File: config.mk
export PLATFORM = sky130hd
export DESIGN_NAME = seq_serializer
export DESIGN_NICKNAME = d
export VERILOG_FILES = /design/src/rtl/seq_serializer_pkg.sv /design/src/rtl/seq_serializer.sv
export SDC_FILE = /design/constraint.sdc
export NUM_CORES = 1
export LEC_CHECK = 0
export ABC_AREA = 0
export BUFFER_PORTS_ARGS = -buffer_cell sky130_fd_sc_hd__buf_4
export CAP_MARGIN = 30
export CORE_UTILIZATION = 55
export CTS_BUF_LIST = sky130_fd_sc_hd__clkbuf_4 sky130_fd_sc_hd__clkbuf_8
export CTS_CLUSTER_DIAMETER = 60
export DETAILED_ROUTE_END_ITERATION = 10
export PLACE_DENSITY_LB_ADDON = 0.3
export SYNTH_ARGS = -nofsm -noshare
export SYNTH_HDL_FRONTEND = slang
export SYNTH_SLANG_ARGS = --single-unit
export TNS_END_PERCENT = 50
File: constraint.sdc
create_clock -name clk -period 3.11 [get_ports clk]
set_input_delay 0.622 -clock clk [delete_from_list [all_inputs] [get_ports clk]]
set_output_delay 0.622 -clock clk [all_outputs]
set_load 0.02 [all_outputs]
File: src/rtl/seq_serializer_pkg.sv
// Shared definitions for the sequence-detector serial front end.
package seq_pkg;

  // Shifter control states
  typedef enum logic {
    ST_IDLE  = 1'b0,
    ST_SHIFT = 1'b1
  } seqState_t;

  // Default word width presented by the upstream stage
  localparam int SEQ_WIDTH = 8;

  // Default bit order on the serial line (1 = MSB first)
  localparam int SEQ_MSB_FIRST = 1;

endpackage : seq_pkg

File: src/rtl/seq_serializer.sv
// Parallel-to-serial front end: takes WIDTH-bit words over valid/ready and
// streams them one bit per clock on seq. A single holding register lets the
// next word wait behind the one being shifted, so words stream back to back.
module seq_serializer
  import seq_pkg::*;
#(
  parameter int WIDTH     = SEQ_WIDTH,
  parameter int MSB_FIRST = SEQ_MSB_FIRST
) (
  input  logic             clk,
  input  logic             rst,
  input  logic [WIDTH-1:0] din,
  input  logic             din_valid,
  output logic             din_ready,
  output logic             seq,
  output logic             seq_valid,
  output logic             word_done,
  output logic             busy
);

  localparam int CNT_W = $clog2(WIDTH);
  localparam logic [CNT_W-1:0] LAST_CNT = CNT_W'(WIDTH - 1);
  localparam logic [CNT_W-1:0] PRE_LAST_CNT = CNT_W'(WIDTH - 2);

  seqState_t        r_state;
  logic [WIDTH-1:0] r_shreg;
  logic [CNT_W-1:0] r_cnt;
  logic [WIDTH-1:0] r_hold;
  logic             r_holdFull;
  logic             r_seqValid;
  logic             r_wordDone;

  logic             w_fire;
  logic             w_reload;
  logic [WIDTH-1:0] w_shifted;

  // The holding register is the only thing that can refuse a word.
  assign din_ready = !r_holdFull;
  assign w_fire    = din_valid && !r_holdFull;

  // A new word may enter the shifter when it is empty or on its last bit.
  assign w_reload  = (r_state == ST_IDLE) || (r_cnt == LAST_CNT);

  // Shift toward whichever end drives the serial line, filling with zeros.
  assign w_shifted = (MSB_FIRST != 0) ? {r_shreg[WIDTH-2:0], 1'b0}
                                      : {1'b0, r_shreg[WIDTH-1:1]};

  assign seq       = (MSB_FIRST != 0) ? r_shreg[WIDTH-1] : r_shreg[0];
  assign seq_valid = r_seqValid;
  assign word_done = r_wordDone;
  assign busy      = (r_state == ST_SHIFT) || r_holdFull;

  // Shifter/holding-register FSM; the shifter is cleared when it goes idle so
  // that seq reads 0 whenever seq_valid is low.
  always_ff @(posedge clk or posedge rst) begin
    if (rst) begin
      r_state    <= ST_IDLE;
      r_shreg    <= '0;
      r_cnt      <= '0;
      r_hold     <= '0;
      r_holdFull <= 1'b0;
      r_seqValid <= 1'b0;
      r_wordDone <= 1'b0;
    end else if (w_reload) begin
      if (r_holdFull) begin
        r_state    <= ST_SHIFT;
        r_shreg    <= r_hold;
        r_cnt      <= '0;
        r_seqValid <= 1'b1;
        r_wordDone <= 1'b0;
        r_holdFull <= w_fire;
        if (w_fire) begin
          r_hold <= din;
        end
      end else if (w_fire) begin
        r_state    <= ST_SHIFT;
        r_shreg    <= din;
        r_cnt      <= '0;
        r_seqValid <= 1'b1;
        r_wordDone <= 1'b0;
      end else begin
        r_state    <= ST_IDLE;
        r_shreg    <= '0;
        r_cnt      <= '0;
        r_seqValid <= 1'b0;
        r_wordDone <= 1'b0;
      end
    end else begin
      r_shreg    <= w_shifted;
      r_cnt      <= r_cnt + 1'b1;
      r_wordDone <= (r_cnt == PRE_LAST_CNT);
      if (w_fire) begin
        r_hold     <= din;
        r_holdFull <= 1'b1;
      end
    end
  end

endmodule : seq_serializer
=== Yosys cells after proc, flatten, opt, wreduce, memory -nomap -nowiden ===
Index checks and enable logic that the tools add are counted.

* $add $sub $neg: 1
* Equal/unequal tests: 3
* Multiplexer cells: 13
* Bitwise logic cells: 1
* Reduce and logical (&&, ||, !) cells: 5

{| class="wikitable"
|+ Operators with widths
! operator !! number
|-
| $mux W8 || 6
|-
| $eq A3 B3 Y1 const B || 2
|-
| $mux W1 || 6
|-
| $add A3 B1 Y3 const B || 1
|-
| $mux W3 || 1
|-
| $logic_or A1 B1 Y1 || 2
|-
| $ne A2 B2 Y1 const B || 1
|-
| $reduce_bool A2 Y1 || 1
|-
| $logic_and A1 B1 Y1 || 1
|-
| $logic_not A1 Y1 || 1
|-
| $not A1 Y1 || 1
|}

* Output and inout port bits: 5
* Flip-flop bits (word level): 22
* Bits of input ports: 11
* Word-level logic and storage cells: 29

=== Logic depth before layout (Yosys ltp) ===
Gate-level depths: netlist (run 1).

* Word-level depth: 5
* Depth in mapped cells: 6
* Mapped depth without buffers: 4

=== Worst setup path after synthesis (run 1) ===
Ideal clock, no wire load.

* Path kind: register to register
* From: register r_cnt[0]
* To: register r_hold[0]
* Path buffers: 2
* Stages on the path, launching flop included: 7
* Clock period less this slack: 1.705 ns
* Data arrival time: 1.580 ns
* Setup time: 0.125 ns
* Data required time: 2.985 ns
* Slack: 1.405 ns
* Cells stage by stage: dfrtp_1 -> ha_1 -> ha_1 -> buf_6 -> and4bb_1 -> buf_6 -> mux2_4

* Word-level cells in the longest chain between the ends: 3
* Elaborated cells on any way between the ends: 4
* Classes of those cells: eq/ne: 2; mux: 1; reduce/logical: 1

{| class="wikitable"
|+ RTL lines
! element !! RTL line !! RTL
|-
| start: declaration || seq_serializer.sv:27 || <nowiki>logic [CNT_W-1:0] r_cnt;</nowiki>
|-
| start signal: assignment || seq_serializer.sv:90 || <nowiki>r_cnt <= r_cnt + 1'b1;</nowiki>
|-
| $eq A3 B3 Y1 (*) || seq_serializer.sv:42 || <nowiki>assign w_reload = (r_state == ST_IDLE) || (r_cnt == LAST_CNT);</nowiki>
|-
| $logic_or A1 B1 Y1 (*) || seq_serializer.sv:42 ||
|-
| $ne A2 B2 Y1 (no line) / $mux W8 (equally long branches) || n/a ||
|-
| end signal: assignment || seq_serializer.sv:73 || <nowiki>r_hold <= din;</nowiki>
|-
| end signal: assignment || seq_serializer.sv:93 || <nowiki>r_hold <= din;</nowiki>
|-
| end: declaration || seq_serializer.sv:28 || <nowiki>logic [WIDTH-1:0] r_hold;</nowiki>
|}

Every way passes the cells marked *; elsewhere a longest branch is shown, timed or not.
A chain may end at the register's enable or synchronous reset.

=== Worst setup path after layout (run 1) ===
* From: register r_holdFull
* To: output busy

* Word-level cells in the longest chain between the ends: 1

{| class="wikitable"
|+ RTL lines
! element !! RTL line !! RTL
|-
| start: declaration || seq_serializer.sv:29 || <nowiki>logic r_holdFull;</nowiki>
|-
| start signal: assignment || seq_serializer.sv:71 || <nowiki>r_holdFull <= w_fire;</nowiki>
|-
| $logic_or A1 B1 Y1 || seq_serializer.sv:51 || <nowiki>assign busy = (r_state == ST_SHIFT) || r_holdFull;</nowiki>
|-
| end: declaration || seq_serializer.sv:18 || <nowiki>output logic busy</nowiki>
|}

Every way passes these cells.

==> reports/results.txt, run 1 <==
Die area - 2030 um2
Via density - 5.22
Final nets - 112
Synth warn - 0
Root Driver - clkbuf_4
Setup Skew - 1.42 ps
Post-synthesis sequential area ratio - 0.540
Synth unique cells - 20
Fin area - 1140 um2
Row cnt - 15
Crit share post-route - 0.649
CP max-delay cell - dfrtp_1
Power per standard cell area - 881 nW/um2
Worst EP arrival - 1400 ps
DRC - 0
Fmax - 0.495 GHz
Final Power - 1.01 mW
Post-synth top area cell - dfrtp_1
Crit path buf inv count - 1
Area Overhead vs Synth - 11.9%
Headroom to the max-slew limit - 0.464
Synth area leaders - dfrtp_1 (54%), mux2_4 (12%), nand3b_1 (5.9%), nor3b_1 (5.2%), a31oi_1 (4.3%)
Routed wire length - 1.69 mm
# clock sinks - 22
Syn nets - 99
Total negative slack - 0 ps
Largest net degree at the start of global routing - 23
CP peak stage delay - 590 ps
Initial core utilization - 0.591
Critical path endpoint category - output port
Worst Hold Class - in -> async
Final design utilization - 0.661
DP HPWL - 1.18 mm
# diodes - 0
CTS max path bufs - 2
WL/cell - 14.0 um
Max-slew violation count - 0
Grt ovf - 0
Antenna violations before repair - 0
Hold buffer count at CTS - 0
CP top delay family - flip-flops
Critical path class - reg -> out
Number of global-route vias before repair - 609
DIE HEIGHT - 45.1 um
First-pass detailed-route iteration total - 3
H-tree levels - 1
Fraction of layout instances using a drive strength above 1 - 0.281
IO buf count - 15
Status - finished clean
Clk_lat worst skew - 290 ps
Initial DRC count - 18
Worst setup SP type - flop
Number of synthesized register bits - 22
Setup Fix Bufs, Post-CTS - 0
CTS Buf Count - 3
Final cell count without fillers - 121
Post_cts resized - 0
Worst slew pin tran - 803 ps
Peak VDD IR - 0.553 mV
Worst EP required - 2490 ps
Die W - 45.1 um
LEAKAGE - 0.545 nW
CTS tree - yes
Hold WS - 470 ps
DR vias - 632
Final setup vio count - 0
Placer congestion estimate - 0.704
IO Pins - 16
Mapped Cells - 85
Share of the synthesized area in the top cell type - 0.540
CORE AREA - 1730 um2
CP Max Fanout - 20
Mean area per synthesized cell - 12.0 um2
CP cell instances - or2_2 -> buf_4
DP Area - 1120 um2
Dpl cells - 118
Post-place setup slack - 1090 ps
RSZ-0062 raised after global routing - no
Post-DRT Antenna Nets - 0
Max cap viols - 0
Final Hold Fails - 0
Tmin final - 2020 ps
Netlist Area Pre-Place - 1020 um2
CTS clk-pin slew, worst paths - 110 ps
Total track usage - 0.190
First-pass GRT wire length - 2.77 mm
Final-layout fill cell count - 144
Fin worst setup slack - 1090 ps
R2R Setup Slk - 1100 ps
[metal layers]
layer | vias up | wire length [um] | global-route usage
met3 | 2 | 45 | 0.0240
met4 | 0 | 8 | 0.0727
met5 | - | 0 | 0
li1 | 313 | - | -
met2 | 11 | 818 | 0.304
met1 | 306 | 822 | 0.265
[worst register-to-register path: stages (launching register included)]
cell,delay [ps]
dfrtp_1,420
ha_1,210
ha_1,280
and4bb_1,660
mux2_4,350
[area by class of cell]
| type | count | area, um2 | share of cell area |
|---|---|---|---|
| Tap cell | 25 | 31.3 | 0.0274 |
| Clock buffer | 3 | 22.5 | 0.0197 |
| Timing Repair Buffer | 15 | 113 | 0.0987 |
| Sequential cell | 22 | 551 | 0.482 |
| Multi-Input combinational cell | 53 | 413 | 0.362 |
| Inverter | 3 | 11.3 | 0.00987 |
[worst paths after layout]
kind | depth (start not counted) | start | endpoint
max | 2 | r_holdFull | busy
min | 2 | rst | r_shreg[7]
max reg2reg | 4 | r_cnt[0] | r_hold[0]
min reg2reg | 1 | r_cnt[0] | r_cnt[0]
max in group asynchronous | 2 | rst | r_hold[0]
min in group clk | 1 | r_cnt[0] | r_cnt[0]
[registers in the layout, summed over array words and instances, names as in the netlist]
| name | count |
|---|---|
| r_cnt | 3 |
| r_hold | 8 |
| r_holdFull | 1 |
| r_shreg | 8 |
| seq_valid | 1 |
| word_done | 1 |
[cells by family (layout without fill, tap and decap cells)]
logic type,count (synthesis),after routing,synth area share
simple gates,34,34,0.202
flops,22,22,0.540
buf+inv,10,21,0.0552
compound gates,8,8,0.0478
mux,8,8,0.118
fa+ha+maj,3,3,0.0368
[report_power, final]
group	internal [mW]	switching, mW
sequential	0.415	0.0798
clock	0.0451	0.0780
combinational	0.217	0.171
[cells in the final DEF, fill, tap and decap left out, types with 3 or more instances in the layout]
master    count
nand2_1       9
clkbuf_4      3
dfrtp_1      22
nor3b_1       7
nor2_1        4
ha_1          3
nand3b_1      8
buf_4        15
a31oi_1       7
mux2_4        8
inv_1         3
[synth_stat cells]
cell type  count
buf_1          1
and2b_1        1
or2_2          1
a21oi_1        1
mux2_4         8
nand2_1        9
and4bb_1       1
inv_1          3
buf_2          3
a31oi_1        7
buf_6          2
and2_1         1
and3_1         1
clkbuf_1       1
nor3b_1        7
nand3b_1       8
ha_1           3
nand2b_1       1
dfrtp_1       22
nor2_1         4
Power figures use the tool's default switching activity.
==> run 2: changes to the inputs <==
Settings changed: CORE_ASPECT_RATIO set to 1.5, CORE_UTILIZATION 55 to 51.
Clock period 3.11 ns to 1.8 ns, I/O delays scaled along.
==> run 2 against run 1 <==
Utilization is 2.8 points lower. Critical path depth is 3 higher. Via count is 4.7% higher. Global-route usage is 1.5 points higher. Non-clock buffer count is 5 higher. Largest cell class unchanged. Highest routed layer unchanged.
==> reports/results.txt, run 2 (synthesis results as in run 1) <==
Power per standard cell area - 1510 nW/um2
DRC - 0
Headroom to the max-slew limit - 0.737
First-pass detailed-route iteration total - 2
DR top layer - met4
LEAKAGE - 0.571 nW
Net Sw Frac - 0.323
Regs by FF count - r_hold x8, r_shreg x8, r_cnt x3
Die W - 38.5 um
Total track usage - 0.206
Multi-input logic area - 413 um2
H-tree levels - 1
Logic gate share of total power - 0.404
# diodes - 0
Max cap viols - 0
Tmin final - 1680 ps
Reg power frac - 0.473
CTS clk-pin slew, worst paths - 110 ps
DR vias - 662
Grt ovf - 0
Final nets - 117
Pint - 1.20 mW
Wire length on met2 - 848 um
DP HPWL - 1.32 mm
Commonest non-fill, non-tap cells in the layout - dfrtp_1 (22), buf_4 (20), nand2_1 (9), mux2_4 (8), nand3b_1 (8)
Seq. cell area - 551 um2
Psw - 573 uW
DIE HEIGHT - 56.8 um
First-pass GRT wire length - 3.08 mm
Critical path class - reg -> reg
IO Pins - 16
Fraction of layout instances using a drive strength above 1 - 0.317
Largest net degree at the start of global routing - 23
Hold buffer count at CTS - 0
Worst Hold Class - in -> async
Total negative slack - 0 ps
Worst EP arrival - 1880 ps
Max-slew violation count - 0
RSZ-0062 raised after global routing - no
CORE AREA - 1850 um2
Setup Fix Bufs, Post-CTS - 0
Most common cell after layout, fill and taps aside - dfrtp_1
IO buf count - 15
CP Max Fanout - 5
Critical path endpoint category - flop
Via density - 5.43
Antenna violations before repair - 0
Final Hold Fails - 0
CTS tree - yes
Setup Skew - 4.83 ps
# clock sinks - 22
Worst EP required - 2010 ps
Status - finished clean
Root Driver - clkbuf_4
Clock power share - 0.123
Post-DRT Antenna Nets - 0
CTS Buf Count - 3
M1 WL - 724 um
Peak VDD IR - 0.760 mV
Crit share post-route - 0.931
Row cnt - 19
Fmax - 0.597 GHz
Final setup vio count - 0
Initial core utilization - 0.550
Routed wire length - 1.68 mm
Met3 routed WL - 49 um
Number of global-route vias before repair - 698
Final Power - 1.77 mW
CTS max path bufs - 2
Worst setup SP type - flop
Clk_lat worst skew - 310 ps
Die area - 2190 um2
WL/cell - 13.7 um
Worst slew pin tran - 395 ps
Placer congestion estimate - 0.714
Hold WS - 61.3 ps
Area Overhead vs Synth - 15.1%
Final-layout fill cell count - 166
Initial DRC count - 5
Post_cts resized - 0
run 2: cell types whose count changed in the layout (fill, tap and decap cells not counted), sizes merged:
cell,change
buf,+5
run 2: layout make-up:
| cell class | count | area share |
|---|---|---|
| sequential | 22 | 0.469 |
| multi-input combinational | 53 | 0.352 |
| timing repair buffer | 20 | 0.128 |
| tap | 21 | 0.0224 |
| clock buffer | 3 | 0.0192 |
| inverter | 3 | 0.00959 |
run 2: metal layers:
metal | global-route usage | vias up
met5 | 0 | -
met1 | 0.269 | 322
met4 | 0.118 | 0
met3 | 0.0356 | 6
met2 | 0.310 | 11
li1 | - | 323
run 2: critical path, cell delays in order (launching register included):
cell	delay [ps]
dfrtp_1	420
ha_1	210
ha_1	190
and4bb_1	290
buf_4	170
mux2_4	300
run 2: final timing paths:
path / start / to / slack, ps / depth (start not counted)
min in group clk: din[7] / r_hold[7] / 280 / 2
setup / recovery: r_cnt[0] / r_hold[5] / 120 / 5
max in group asynchronous: rst / r_shreg[4] / 1520 / 3
hold / removal: rst / word_done / 60 / 3
hold reg to reg: r_cnt[0] / r_cnt[0] / 490 / 1
setup reg to reg: r_cnt[0] / r_hold[5] / 120 / 5
run 2: power groups by stage:
stage	clock (mW)	sequential, mW	combinational [mW]
floorplan	0	0.826	0.568
global placement	0	0.835	0.708
detailed placement	0	0.851	0.729
CTS	0.222	0.841	0.730
global route	0.243	0.870	0.804
finish	0.218	0.839	0.717
run 2: per-stage QoR:
step	cell area (um2)	setup slack [ps]	std cells	utilization
floorplan	1020	94.9	85	-
global placement	1150	174	119	0.621
detailed placement	1150	143	119	0.621
CTS	1170	113	122	0.633
global route	1170	58.3	122	0.633
finish	1170	124	122	0.633
